<file path="config.mk">
export PLATFORM = sky130hd
export DESIGN_NAME = bcd_a_binario_seq
export DESIGN_NICKNAME = d
export VERILOG_FILES = /design/src/rtl/bcd_a_binario_seq.sv
export SDC_FILE = /design/constraint.sdc
export NUM_CORES = 1
export LEC_CHECK = 0
export ABC_AREA = 1
export BUFFER_PORTS_ARGS = -buffer_cell sky130_fd_sc_hd__buf_2
export CAP_MARGIN = 25
export CELL_PAD_IN_SITES_DETAIL_PLACEMENT = 1
export CELL_PAD_IN_SITES_GLOBAL_PLACEMENT = 1
export CORE_AREA = 4 4 61 63
export CTS_CLUSTER_DIAMETER = 30
export DETAILED_ROUTE_END_ITERATION = 8
export DIE_AREA = 0 0 65 67
export GPL_ROUTABILITY_DRIVEN = 0
export PLACE_DENSITY_LB_ADDON = 0.1
export SLEW_MARGIN = 20
export SYNTH_ARGS = -nofsm -noshare
export SYNTH_HDL_FRONTEND = slang
export SYNTH_SLANG_ARGS = --single-unit
</file>
<file path="constraint.sdc">
create_clock -name clk -period 4.72 [get_ports clk]
set_input_delay 0.236 -clock clk [delete_from_list [all_inputs] [get_ports clk]]
set_output_delay 0.236 -clock clk [all_outputs]
set_load 0.02 [all_outputs]
</file>
<file path="src/rtl/bcd_a_binario_seq.sv">
// rtl/bcd_a_binario_seq.sv - sequential packed-BCD to binary converter, start/done handshake
// Optional signed result when BCD_A_BINARIO_SIGNO_EN is defined.
module bcd_a_binario_seq #(
    parameter int DIGITS = 2,
    parameter int BIN_W  = 7
) (
    input  logic                clk,
    input  logic                rst,
    input  logic                start,
    input  logic [4*DIGITS-1:0] bcd_in,
`ifdef BCD_A_BINARIO_SIGNO_EN
    input  logic                sign_in,
`endif
    output logic                ready,
    output logic                done,
    output logic                err,
`ifdef BCD_A_BINARIO_SIGNO_EN
    output logic [BIN_W:0]      bin_out
`else
    output logic [BIN_W-1:0]    bin_out
`endif
);

`ifdef BCD_A_BINARIO_SIGNO_EN
    localparam int OUT_W = BIN_W + 1;
`else
    localparam int OUT_W = BIN_W;
`endif
    localparam int CNT_W = (DIGITS > 1) ? $clog2(DIGITS) : 1;

    localparam logic [1:0] S_IDLE = 2'd0;
    localparam logic [1:0] S_CONV = 2'd1;
    localparam logic [1:0] S_DONE = 2'd2;

    function automatic longint unsigned pow10(input int n);
        longint unsigned r;
        r = 1;
        for (int i = 0; i < n; i++) begin
            r = r * 10;
        end
        return r;
    endfunction

    generate
        if ((64'd1 << BIN_W) < pow10(DIGITS)) begin : g_width_check
            $error("bcd_a_binario_seq: BIN_W too narrow for DIGITS");
        end
    endgenerate

    logic [1:0]          state_q, state_d;
    logic [BIN_W-1:0]    acc_q, acc_d;
    logic [CNT_W-1:0]    cnt_q, cnt_d;
    logic [4*DIGITS-1:0] opnd_q, opnd_d;
    logic                err_q, err_d;
    logic [OUT_W-1:0]    bin_q, bin_d;
`ifdef BCD_A_BINARIO_SIGNO_EN
    logic                sign_q, sign_d;
    logic [OUT_W-1:0]    mag;
`endif

    logic                bad_in;
    logic [3:0]          cur_digit;
    logic                last;
    logic [BIN_W-1:0]    acc_next;
    logic [OUT_W-1:0]    result;

    // Invalid nibbles are detected on the live input so the error path skips CONV.
    always_comb begin
        bad_in = 1'b0;
        for (int k = 0; k < DIGITS; k++) begin
            if (bcd_in[4*k +: 4] > 4'd9) begin
                bad_in = 1'b1;
            end
        end
    end

    // Counter walks from the most significant nibble downwards.
    always_comb begin
        cur_digit = 4'd0;
        for (int k = 0; k < DIGITS; k++) begin
            if (cnt_q == CNT_W'(DIGITS - 1 - k)) begin
                cur_digit = opnd_q[4*k +: 4];
            end
        end
    end

    assign last     = (cnt_q == CNT_W'(DIGITS - 1));
    assign acc_next = (acc_q << 3) + (acc_q << 1) + BIN_W'(cur_digit);

`ifdef BCD_A_BINARIO_SIGNO_EN
    assign mag    = {1'b0, acc_next};
    assign result = sign_q ? (~mag + OUT_W'(1)) : mag;
`else
    assign result = acc_next;
`endif

    always_comb begin
        state_d = state_q;
        acc_d   = acc_q;
        cnt_d   = cnt_q;
        opnd_d  = opnd_q;
        err_d   = err_q;
        bin_d   = bin_q;
`ifdef BCD_A_BINARIO_SIGNO_EN
        sign_d  = sign_q;
`endif
        case (state_q)
            S_IDLE: begin
                if (start) begin
                    opnd_d = bcd_in;
`ifdef BCD_A_BINARIO_SIGNO_EN
                    sign_d = sign_in;
`endif
                    acc_d  = '0;
                    cnt_d  = '0;
                    if (bad_in) begin
                        err_d   = 1'b1;
                        bin_d   = '0;
                        state_d = S_DONE;
                    end else begin
                        err_d   = 1'b0;
                        state_d = S_CONV;
                    end
                end
            end
            S_CONV: begin
                acc_d = acc_next;
                cnt_d = cnt_q + CNT_W'(1);
                if (last) begin
                    bin_d   = result;
                    state_d = S_DONE;
                end
            end
            S_DONE: begin
                state_d = S_IDLE;
            end
            default: begin
                state_d = S_IDLE;
            end
        endcase
    end

    always_ff @(posedge clk or posedge rst) begin
        if (rst) begin
            state_q <= S_IDLE;
            acc_q   <= '0;
            cnt_q   <= '0;
            opnd_q  <= '0;
            err_q   <= 1'b0;
            bin_q   <= '0;
`ifdef BCD_A_BINARIO_SIGNO_EN
            sign_q  <= 1'b0;
`endif
        end else begin
            state_q <= state_d;
            acc_q   <= acc_d;
            cnt_q   <= cnt_d;
            opnd_q  <= opnd_d;
            err_q   <= err_d;
            bin_q   <= bin_d;
`ifdef BCD_A_BINARIO_SIGNO_EN
            sign_q  <= sign_d;
`endif
        end
    end

    assign ready   = (state_q == S_IDLE);
    assign done    = (state_q == S_DONE);
    assign err     = err_q;
    assign bin_out = bin_q;

endmodule

</file>
==> impl_metrics.py <==
metrics = {
    "synth": {
        "syn_nets": 173,
        "ys_seq_area_share_pct": 47.8,
        "yosys-top-cells-area": "dfrtp_1 (48%), nand2_1 (14%), ha_1 (7.6%), inv_1 (6.6%), o21ai_0 (3.4%)",
        "synth_warnings": 0,
        "ys_types": 22,
        "yosys_register_bits": 25,
        "netlist_area_mm2": 0.00131,
        "synth_top_area_cell": "dfrtp_1",
        "syn_avg_cell_area_um2": 8.61,
        "syn-instance-count": 152,
        "synth_top_area_share_pct": 47.8,
    },
    "global_route": {
        "grt.busiest_layer": "met2",
        "grt_pass1_vias": 1178,
        "grt_use_met1_pct": 16.5,
        "grt_max_degree": 26,
        "grtUsageMet2_pct": 30.7,
        "antenna_found_initial": 0,
        "grtUsageTotal_pct": 15.6,
        "use_met3_pct": 2.53,
        "grt_overflow": 0,
        "grt_pass1_wl_mm": 5.15,
    },
    "timing": {
        "rsz0062_at_grt": "false",
        "max_freq_mhz": 450,
        "setup_viol": 0,
        "finalHoldWorstSlack_ps": 89.9,
        "relSlewSlack_pct": 74.1,
        "slew_viol_final": 0,
        "hold_viol": 0,
        "tns_ps": 0,
        "fin_skew_ps": 2.44,
        "setup_ws_ps": 2500,
        "finalCriticalPeriod_ps": 2220,
        "tightest_slew_ps": 386,
        "timing.final.crit_share_pct": 47.1,
    },
    "critical_path": {
        "critPathMostFrequentCell": "ha_1",
        "required_ps": 4990,
        "arrival_ps": 2490,
        "timing_worst_setup_path_type": "register to register",
        "path_cells": "o21ai_0 -> ha_1 -> ha_1 -> inv_1 -> fa_1 -> or2_2 -> o21ai_2",
        "r2r-start": "cnt_q",
        "startpoint_type": "register",
        "cp_slowest_cell": "dfrtp_1",
        "end_kind": "register",
        "critPathLaunch": "cnt_q",
        "path_max_fanout": 7,
        "max_stage_delay_ps": 480,
    },
    "placed_design": {
        "dpl.hpwl_mm": 2.38,
        "portBuffers": 20,
        "dp_slack_ps": 2500,
        "placed_area_mm2": 0.00145,
    },
    "cells_and_area": {
        "antenna_cells": 0,
        "nets": 198,
        "final_cell_mix": "nand2_1 (49), dfrtp_1 (25), inv_1 (22)",
        "area_growth_pct": 15.6,
        "final_layout_size_suffix_gt1_share_pct": 21.0,
        "finish.utilization_pct": 46.8,
        "mostFrequentLayoutCell": "nand2_1",
        "fin_area_mm2": 0.00151,
    },
    "pwr": {
        "p_per_area_mw_per_mm2": 623,
        "internal-power_w": 0.000504,
        "sw_frac_of_total_pct": 46.5,
        "p_sw_w": 0.000439,
        "p_comb_share_pct": 50.6,
        "vdd_ir_drop_max_uv": 211,
        "clkPwrFrac_pct": 10.7,
        "p_seq_share_pct": 38.7,
        "power_leakage_nw": 0.837,
    },
    "routing": {
        "viasPerCell": 4.76,
        "drtPass1Iterations": 4,
        "ant_nets": 0,
        "drtIter0Drc": 17,
        "post_drt_wl_per_cell_um": 13.4,
        "detail_route.wirelength_mm": 2.97,
        "drc_errors": 0,
        "dr_total_vias": 1057,
    },
    "clock_tree": {
        "postCtsSetupRepairBufs": 0,
        "clockBufferDepth": 2,
        "h-tree-depth": 1,
        "cts_made_buffers": 3,
        "cts_tree": "yes",
        "tritoncts_num_sinks": 25,
        "clkTransAtPathRegs_ps": 150,
        "clock-root-buffer": "clkbuf_4",
        "insertion_delay_ps": 330,
        "cts-resized-gates": 0,
    },
    "min_path": {
        "hp-class": "input pin to register",
        "min_from": "bcd_in[4]",
    },
    "die": {
        "die_w_um": 65,
        "ios": 21,
        "core_mm2": 0.00323,
        "initial_core_util_pct": 40.5,
        "dieArea_mm2": 0.00436,
        "die_h_um": 67,
        "std_cell_rows": 21,
    },
    "status": {
        "status": "finished clean",
    },
    "run": {
        "drv_cap": 0,
    },
}
## registers in the layout (all words and copies together), names as in the netlist
name / cells
state_q: 2
acc_q: 6
bin_out: 7
opnd_q: 8
cnt_q: 1
err: 1
## layout make-up
cell class                 count  area [um2]
timing repair buffer          22         138
clock inverter                 1        5.00
multi-input combinational    102         578
fill                         408        1720
clock buffer                   3        22.5
sequential                    25         626
inverter                      23        86.3
tap                           46        57.6
## stage by stage
stage,std cells,power (W)
detailed placement,216,0.000854
CTS,220,0.000956
global route,222,0.00104
floorplan,152,0.000714
finish,222,0.000943
global placement,216,0.000825
## logic make-up after synthesis
logic type,Yosys count,share of synthesized area (%)
DFF,25,47.8
AOI/OAI and AO/OA,22,10.2
and+or+nand+nor,69,22.5
adders and majority gates,10,10.7
buffers and inverters,25,8.03
muxes,1,0.765
## routing by layer
layer / routed length [um] / up-vias / share of wire, %
li1: - / 526 / -
met1: 1190 / 507 / 40
met2: 1630 / 20 / 55
met3: 94 / 4 / 3.2
met4: 53 / 0 / 1.8
met5: 0 / - / 0
## worst max-delay path: cells and delay by family (launching register included)
family	cells	cell delay (ps)
fa+ha+maj	3	910
flops	1	480
compound gates	2	380
simple gates	1	320
buf+inv	1	80
## timing repair
item,4_1_cts,5_1_grt
hold endpoints to repair,0,7
hold buffers,0,1
setup endpoints to repair,0,0
## cells in the mapped netlist (all sizes together)
library cell and n:
a21oi 3, a31oi 1, buf 2, dfrtp 25, fa 2, ha 8, inv 23, mux2i 1
nand2 54, nand3 7, nand3b 1, nor2 6, o211ai 1, o21ai 16, o22ai 1, or2 1
## final timing paths
path / end / slack (ps) / cells past startpoint
max reg2reg: bin_out[3] / 2500 / 7
min in group asynchronous: bin_out[6] / 360 / 3
max: bin_out[3] / 2500 / 7
max in group asynchronous: cnt_q / 3980 / 4
min reg2reg: bin_out[6] / 500 / 2
min: opnd_q[4] / 90 / 3
## power by group through the flow
stage / registers [W] / clock network, W / logic (W)
after floorplan: 0.000386 / 0 / 0.000328
after global placement: 0.000366 / 0 / 0.000459
after detailed placement: 0.000372 / 0 / 0.000482
after CTS: 0.000367 / 0.000105 / 0.000484
after global routing: 0.000377 / 0.000117 / 0.000546
final: 0.000365 / 0.000101 / 0.000477
(Power assumes the default switching activity.)
